===== src/rtl/pipe_pkg.sv =====
// Shared pipeline definitions: control-bundle layout, no-op encodings and per-stage widths.
// Used by pipe_stage_reg (build option PIPE_STAGE_SKID_EN) and by the stage wrappers of the core.
package pipe_pkg;

    localparam int GPR_W    = 5;
    localparam int ALU_OP_W = 4;
    localparam int PCSRC_W  = 2;

    typedef enum logic [ALU_OP_W-1:0] {
        ALU_NOP = 4'h0,
        ALU_ADD = 4'h1,
        ALU_SUB = 4'h2,
        ALU_AND = 4'h3,
        ALU_OR  = 4'h4,
        ALU_XOR = 4'h5,
        ALU_SLT = 4'h6,
        ALU_SLL = 4'h7,
        ALU_SRL = 4'h8
    } alu_op_e;

    typedef enum logic [PCSRC_W-1:0] {
        PCSRC_PLUS4  = 2'd0,
        PCSRC_BRANCH = 2'd1,
        PCSRC_JAL    = 2'd2,
        PCSRC_JALR   = 2'd3
    } pc_src_e;

    localparam logic [GPR_W-1:0] GPR_XP   = '0;
    localparam logic             DM_R_OFF = 1'b0;
    localparam logic             DM_W_OFF = 1'b0;

    // MSB-first packing of the 16-bit control bundle.
    typedef struct packed {
        logic [1:0]       rsvd;
        pc_src_e          pc_src;
        logic             dm_w;
        logic             dm_r;
        alu_op_e          alu_op;
        logic             m2r;
        logic [GPR_W-1:0] wsel;
    } ctrl_t;

    localparam int CTRL_WSEL_LSB   = 0;
    localparam int CTRL_M2R_LSB    = 5;
    localparam int CTRL_ALU_OP_LSB = 6;
    localparam int CTRL_DM_R_LSB   = 10;
    localparam int CTRL_DM_W_LSB   = 11;
    localparam int CTRL_PCSRC_LSB  = 12;

    localparam int PIPE_CTRL_W   = $bits(ctrl_t);
    localparam int PIPE_DATA_W   = 64;
    localparam int PIPE_CNT_W    = 16;
    localparam int IF_ID_DATA_W  = 64;
    localparam int ID_EX_DATA_W  = 64;
    localparam int EX_MEM_DATA_W = 64;
    localparam int MEM_WB_DATA_W = 64;

    localparam ctrl_t CTRL_BUBBLE_DEFAULT = '{
        rsvd:   2'b00,
        pc_src: PCSRC_PLUS4,
        dm_w:   DM_W_OFF,
        dm_r:   DM_R_OFF,
        alu_op: ALU_NOP,
        m2r:    1'b0,
        wsel:   GPR_XP
    };

endpackage


===== src/rtl/pipe_skid_buf.sv =====
// Single overflow entry for pipe_stage_reg: catches the beat accepted while the main register
// is stalled. Only instantiated when PIPE_STAGE_SKID_EN is defined.
module pipe_skid_buf #(
    parameter int DATA_W = 64,
    parameter int CTRL_W = 16
) (
    input  logic              clk,
    input  logic              reset_n,
    input  logic              flush,
    input  logic              push,
    input  logic              pop,
    input  logic [DATA_W-1:0] in_data,
    input  logic [CTRL_W-1:0] in_ctrl,
    output logic              valid,
    output logic [DATA_W-1:0] data,
    output logic [CTRL_W-1:0] ctrl
);

    logic              valid_q, valid_d;
    logic [DATA_W-1:0] data_q, data_d;
    logic [CTRL_W-1:0] ctrl_q, ctrl_d;

    always_comb begin
        valid_d = valid_q;
        data_d  = data_q;
        ctrl_d  = ctrl_q;
        if (flush) begin
            valid_d = 1'b0;
        end else if (push) begin
            valid_d = 1'b1;
            data_d  = in_data;
            ctrl_d  = in_ctrl;
        end else if (pop) begin
            valid_d = 1'b0;
        end
    end

    always_ff @(posedge clk or negedge reset_n) begin
        if (!reset_n) begin
            valid_q <= 1'b0;
            data_q  <= '0;
            ctrl_q  <= '0;
        end else begin
            valid_q <= valid_d;
            data_q  <= data_d;
            ctrl_q  <= ctrl_d;
        end
    end

    assign valid = valid_q;
    assign data  = data_q;
    assign ctrl  = ctrl_q;

endmodule


===== src/rtl/pipe_stage_reg.sv =====
// Generic valid/ready pipeline stage register with flush, stall counter and optional skid entry.
// Define PIPE_STAGE_SKID_EN for the 2-entry elastic variant with a registered in_ready.
module pipe_stage_reg
    import pipe_pkg::*;
#(
    parameter int                DATA_W      = PIPE_DATA_W,
    parameter int                CTRL_W      = PIPE_CTRL_W,
    parameter logic [CTRL_W-1:0] CTRL_BUBBLE = CTRL_W'(CTRL_BUBBLE_DEFAULT),
    parameter int                CNT_W       = PIPE_CNT_W
) (
    input  logic              clk,
    input  logic              reset_n,
    input  logic              flush,
    input  logic              in_valid,
    output logic              in_ready,
    input  logic [DATA_W-1:0] in_data,
    input  logic [CTRL_W-1:0] in_ctrl,
    output logic              out_valid,
    input  logic              out_ready,
    output logic [DATA_W-1:0] out_data,
    output logic [CTRL_W-1:0] out_ctrl,
    output logic [CNT_W-1:0]  stall_cnt
);

    logic              valid_q, valid_d;
    logic [DATA_W-1:0] data_q, data_d;
    logic [CTRL_W-1:0] ctrl_q, ctrl_d;
    logic [CNT_W-1:0]  cnt_q, cnt_d;

    logic              in_fire;
    logic              main_free;
    logic              stalled;
    logic              src_valid;
    logic [DATA_W-1:0] src_data;
    logic [CTRL_W-1:0] src_ctrl;

    assign main_free = !valid_q || out_ready;
    assign stalled   = valid_q && !out_ready;
    assign in_fire   = in_valid && in_ready;

`ifdef PIPE_STAGE_SKID_EN
    logic              skid_valid;
    logic [DATA_W-1:0] skid_data;
    logic [CTRL_W-1:0] skid_ctrl;

    pipe_skid_buf #(
        .DATA_W (DATA_W),
        .CTRL_W (CTRL_W)
    ) u_skid (
        .clk     (clk),
        .reset_n (reset_n),
        .flush   (flush),
        .push    (in_fire && !main_free),
        .pop     (main_free && skid_valid),
        .in_data (in_data),
        .in_ctrl (in_ctrl),
        .valid   (skid_valid),
        .data    (skid_data),
        .ctrl    (skid_ctrl)
    );

    // in_ready comes straight from a flop, so out_ready never reaches it combinationally.
    assign in_ready  = !skid_valid;
    // The skid entry is older than any incoming beat, so it refills main first.
    assign src_valid = skid_valid || in_fire;
    assign src_data  = skid_valid ? skid_data : in_data;
    assign src_ctrl  = skid_valid ? skid_ctrl : in_ctrl;
`else
    assign in_ready  = out_ready || !valid_q;
    assign src_valid = in_fire;
    assign src_data  = in_data;
    assign src_ctrl  = in_ctrl;
`endif

    // NOTE: every always_comb output gets its hold value first, so no path can infer a latch.
    always_comb begin
        valid_d = valid_q;
        data_d  = data_q;
        ctrl_d  = ctrl_q;
        cnt_d   = cnt_q;

        if (stalled && (cnt_q != {CNT_W{1'b1}})) begin
            cnt_d = cnt_q + CNT_W'(1);
        end

        if (flush) begin
            valid_d = 1'b0;
            ctrl_d  = CTRL_BUBBLE;
        end else if (main_free) begin
            if (src_valid) begin
                valid_d = 1'b1;
                data_d  = src_data;
                ctrl_d  = src_ctrl;
            end else begin
                // Payload is left untouched so an idle stage does not toggle its data bus.
                valid_d = 1'b0;
                ctrl_d  = CTRL_BUBBLE;
            end
        end
    end

    // NOTE: state flops use non-blocking assignments so all registers update from pre-edge values.
    // NOTE: the payload flops are reset as well, so out_data reads 0 rather than X after reset.
    always_ff @(posedge clk or negedge reset_n) begin
        if (!reset_n) begin
            valid_q <= 1'b0;
            data_q  <= '0;
            ctrl_q  <= CTRL_BUBBLE;
            cnt_q   <= '0;
        end else begin
            valid_q <= valid_d;
            data_q  <= data_d;
            ctrl_q  <= ctrl_d;
            cnt_q   <= cnt_d;
        end
    end

    assign out_valid = valid_q;
    assign out_data  = data_q;
    assign out_ctrl  = ctrl_q;
    assign stall_cnt = cnt_q;

endmodule


===== config.mk =====
export PLATFORM = sky130hd
export DESIGN_NAME = pipe_stage_reg
export DESIGN_NICKNAME = d
export VERILOG_FILES = /design/src/rtl/pipe_pkg.sv /design/src/rtl/pipe_skid_buf.sv /design/src/rtl/pipe_stage_reg.sv
export SDC_FILE = /design/constraint.sdc
export NUM_CORES = 1
export LEC_CHECK = 0
export BUFFER_PORTS_ARGS = -buffer_cell sky130_fd_sc_hd__buf_4
export CORE_ASPECT_RATIO = 1.4
export CORE_MARGIN = 1
export CORE_UTILIZATION = 35
export CTS_CLUSTER_DIAMETER = 100
export DETAILED_ROUTE_END_ITERATION = 12
export GPL_TIMING_DRIVEN = 0
export PLACE_DENSITY = 0.68
export SYNTH_ARGS = -nofsm -noshare
export SYNTH_HDL_FRONTEND = slang
export SYNTH_SLANG_ARGS = --single-unit
export TNS_END_PERCENT = 30

===== constraint.sdc =====
create_clock -name clk -period 1.9 [get_ports clk]
set_input_delay 0.095 -clock clk [delete_from_list [all_inputs] [get_ports clk]]
set_output_delay 0.095 -clock clk [all_outputs]
set_load 0.02 [all_outputs]

* Word level (Yosys, flattened, before mapping) *
Cells that the tools add are included.

word-level totals
  register bits = 97
  input port bits = 85
  output and inout bits = 98
  word-level logic and storage cells = 21

cells by class
  add/sub/neg operators = 1
  eq/ne operators = 1
  multiplexer cells = 6
  bitwise operators = 1
  reduce and logical (&&, ||, !) cells = 8

operators by type and width
  operator               count
  $mux 16                3
  $add 16x1->16 const B  1
  $ne 16x16->1 const B   1
  $logic_and 1x1->1      3
  $mux 1                 3
  $reduce_and 3->1       1
  $logic_not 1->1        2
  $reduce_bool 2->1      1
  $logic_or 1x1->1       1
  $not 1->1              1

* Longest topological paths before layout *
  word-level depth = 6
  depth in mapped cells = 6

* Least setup slack after synthesis *
OpenSTA, ideal clock, no wires.

  path kind = register to register
  start = register valid_q (netlist: out_valid)
  end = register data_q[0] (netlist: out_data[0])
  library setup time = 125 ps
  arrival time = 1,499 ps
  required time = 1,775 ps
  path slack = 276 ps
  stages on the path, launching flop included = 6
  clock period less this slack = 1,624 ps
  cell sequence = dfrtp_1 > nor2b_2 > nor3b_1 > buf_2 > buf_2 > mux2_2

on the way
  cells in the longest elaborated chain, start to end = 4

RTL lines
  item                          line                                        source
  from (decl)                   pipe_stage_reg.sv:25                        logic valid_q, valid_d;
  from (signal assigned)        pipe_stage_reg.sv:111                       valid_q <= valid_d;
  $logic_not 1->1 *             pipe_stage_reg.sv:37, pipe_stage_reg.sv:69
  $logic_or 1x1->1 *            pipe_stage_reg.sv:37, pipe_stage_reg.sv:69
  $logic_and 1x1->1             pipe_stage_reg.sv:39                        assign in_fire = in_valid && in_ready;
  $reduce_and 3->1 (no line) *  n/a
  to (signal assigned)          pipe_stage_reg.sv:112                       data_q <= data_d;
  to (decl)                     pipe_stage_reg.sv:26                        logic [DATA_W-1:0] data_q, data_d;

Mark *: on every way between the ends. The rest lies on a longest branch, timed or not.
A chain may end at the register's enable or synchronous reset.

* Worst setup path after layout *
  start = register valid_q (netlist: out_valid)
  end = register data_q[60] (netlist: out_data[60])

Same word-level chain as after synthesis.

==> results by group <==
Timing
  – Maximum clock skew at final layout: 0.00838 ns
  – Fin crit period: 1.78 ns
  – Final setup viols: 0
  – Unrepaired setup endpoints after global routing: yes
  – Post-route fraction of the period consumed by the critical path: 93.6%
  – Max-slew violation count: 0
  – Worst Max-Slew Pin Slew: 1.21 ns
  – Worst-case hold slack: -0.0135 ns
  – Final count of hold timing violations: 8
  – Worst relative slew slack: around a fifth
  – Fmax achieved: 563 MHz

Placement
  – Final HPWL DP: about 6700 µm
  – Routability cong.: 0.794
  – Count of input and output buffers: around 180
  – Placed Cells incl. Taps: 570

CTS
  – Number of clock sinks seen by CTS: 97
  – Cts bufs inserted: 9
  – Clock tree from TritonCTS: done
  – CTS clk-pin slew, worst paths: 0.07 ns
  – Buffer levels on the longest clock path: 2
  – Clock latency on the worst-skew pair: 0.33 ns
  – H-Tree Level Count: 3
  – Root buf cell: sky130_fd_sc_hd__clkbuf_16
  – Number of buffers inserted by post-CTS setup repair: 0

Die
  – Area enclosed by the die boundary: roughly 11000 µm²
  – Die outline height: between 100 and 150 µm
  – Top Ports: roughly 180
  – Die span in x: between 90 and 100 µm
  – Number of placement rows: 44
  – Area of the placeable core: approximately 10000 µm²
  – Effective utilization at floorplan: between 30% and 40%

Worst setup path
  – Critical Setup Path Class: reg -> reg
  – Cell depth of the worst flop-to-flop path: 5
  – Startpoint of the lowest-slack register-to-register path: out_valid$_DFFE_PN0P_
  – Setup crit end kind: flip-flop
  – Maximum fanout along the worst path: 10
  – Arrival @ worst endpoint: a little under 2 ns
  – Timing startpoint of the critical path: out_valid$_DFFE_PN0P_
  – Required time of the worst setup path: 2.11 ns
  – Crit start category: flip-flop

Logic synthesis
  – Synth Register Bits: 97
  – Mean area per synthesized cell: 15.2 µm²
  – Cell count after synthesis: 250
  – Commonest register cell after synthesis: sky130_fd_sc_hd__dfrtp_1
  – Multiplexer share of the synthesized area: 19.6%
  – Number of distinct standard cells referenced by the synthesized netlist: 26
  – Post-synthesis sequential area ratio: 63.7%
  – Adder-cell share of the synthesized area: 0.328%
  – Dominant combinational cell family by area after synthesis: multiplexers
  – Total nets after synthesis: approximately 340
  – Number of flops mapped to enable cells by yosys: 0
  – Fraction of the mapped netlist area in compound gates: 3.68%
  – Xor-xnor portion of the synthesized cell area: between 3 and 4%
  – Simple-Gate Fraction of Synth Area: 7.55%
  – Yosys synthesis warning count: 0
  – Proportion of synthesized flip-flops having asynchronous set or reset: 100%
  – Synth Cell Area: 3810 µm²

Drt
  – Vias per inst: 4.72
  – Antenna Nets Post-Route: 0
  – Violation count after the first detailed-route iteration: 129
  – Number of DRC violations after detailed routing: 0
  – First-pass detailed-route iteration total: 4
  – Total detailed-routing wirelength: roughly 10000 µm
  – Routed wirelength normalized by instance count: 15.5 µm
  – Vias after detailed routing: 3137

Run status
  – Violated checks: negative hold slack
  – Outcome: finished with violations

Final layout
  – Antenna Diode Count: 0
  – Most common library cell in the layout ignoring fill and taps: sky130_fd_sc_hd__buf_4
  – Area delta synth->final: 70.0%
  – Share of the core filled with cells: roughly three fifths
  – Post-layout net count: 608
  – Share of post-route cells with drive strength above 1: 54.3%
  – Commonest non-fill, non-tap cells in the layout: sky130_fd_sc_hd__buf_4, sky130_fd_sc_hd__dfrtp_1, sky130_fd_sc_hd__dlygate4sd3_1, sky130_fd_sc_hd__mux2_2, sky130_fd_sc_hd__a22o_1
  – Number of standard cells in the final layout excluding fillers: 665

GRT
  – Wire length of the first global-routing pass: between 15000 and 20000 µm
  – Total overflow reported by the global router: 0
  – Via count of the first global-routing pass: between 3000 and 4000
  – Largest net degree at the start of global routing: 98
  – Antenna violations before repair: 0
  – Combined global-route utilization of all metal layers: 18.7%

Flow run
  – Max capacitance violation total: 0

Pwr
  – Static leakage power: 3.12 nW
  – Total power density per cell area: 953 nW/µm²
  – Maximum resistive drop on vdd: ~0.70 mV

Worst hold path
  – Class of the tightest hold or removal check: in -> async
==> path summary, 6_finish.rpt <==
kind / endpoint / slack, ns
max reg2reg: out_data[60]$_DFFE_PN0P_ / 0.12
max: out_data[60]$_DFFE_PN0P_ / 0.12
max in group asynchronous: out_data[30]$_DFFE_PN0P_ / 1.10
min reg2reg: out_ctrl[5]$_DFFE_PN0P_ / 0.50
min: stall_cnt[0]$_DFFE_PN0P_ / -0.01
min in group clk: out_data[4]$_DFFE_PN0P_ / 0.02
==> kinds of logic after synthesis <==
kind of cell | Yosys count
compound gates | 16
simple gates | 42
fa+ha+maj | 1
buf+inv | 14
xor+xnor | 14
mux | 66
flops | 97
==> synth_stat cells (3+ instances only) <==
library cell / count / share of area, %
sky130_fd_sc_hd__nor4_2: 3 / 0.99
sky130_fd_sc_hd__a22o_1: 16 / 3.7
sky130_fd_sc_hd__nor2_1: 7 / 0.69
sky130_fd_sc_hd__xor2_1: 11 / 2.5
sky130_fd_sc_hd__mux2_2: 65 / 19
sky130_fd_sc_hd__nor4_1: 3 / 0.49
sky130_fd_sc_hd__dfrtp_1: 97 / 64
sky130_fd_sc_hd__xnor2_1: 3 / 0.69
sky130_fd_sc_hd__nand4_1: 5 / 0.82
sky130_fd_sc_hd__nand2_1: 8 / 0.79
sky130_fd_sc_hd__buf_2: 10 / 1.3
sky130_fd_sc_hd__nand3_1: 3 / 0.39
==> repair_timing <==
item | 4_1_cts | 5_1_grt
endpoints found under the setup margin | 0 | 22
hold buffers | 77 | 2
endpoints found under the hold margin | 76 | 2
resized for setup | 0 | 3
==> metal layers <==
| metal | up-vias | part of all wire (%) | track usage (%) |
|---|---|---|---|
| met1 | 1567 | 37 | 21.1 |
| met5 | - | 0 | 0 |
| met3 | 16 | 5.6 | 4.93 |
| li1 | 1439 | - | - |
| met2 | 115 | 56 | 33.9 |
| met4 | 0 | 1.9 | 6.45 |
==> state kept, by name, summed over array words and instances (netlist names) <==
signal and flops:
out_ctrl 16, stall_cnt 16, out_valid 1, out_data 64
==> where the power goes <==
part           total (W)  switching [W]  internal [W]
registers        0.00258       0.000214       0.00237
logic            0.00162       0.000766      0.000853
clock network    0.00197       0.000744       0.00123
==> final cells by class <==
cell class	instances	area [µm²]
Clock inverter	4	75.1
Timing Repair Buffer	261	2160
Inverter	2	7.51
Clock buffer	12	256
Sequential cell	97	2430
Tap cell	138	173
Fill cell	807	3990
Buffer	12	68.8
Multi-Input combinational cell	139	1310
==> per-stage QoR <==
stage	setup WS, ns	area [µm²]	TNS (ns)	hold WS [ns]	total power, W
2_1_floorplan	0.276	3810	0	-0.201	0.00333
3_3_place_gp	0.123	5350	0	0.281	0.00407
3_5_place_dp	0.101	5350	0	0.277	0.00411
4_1_cts	0.0759	6450	0	0.00195	0.00622
5_1_grt	-0.0107	6470	-0.0447	0.00567	0.00644
6_report	0.122	6470	0	-0.0135	0.00617
==> worst max-delay path, stage by stage (launching register included) <==
cell and delay [ns]:
sky130_fd_sc_hd__dfrtp_1 0.38, sky130_fd_sc_hd__nor2b_2 0.18, sky130_fd_sc_hd__nor3b_1 0.18, sky130_fd_sc_hd__buf_2 0.25
sky130_fd_sc_hd__buf_2 0.30, sky130_fd_sc_hd__mux2_2 0.37
Note: power is estimated with default switching activity, not from simulation.
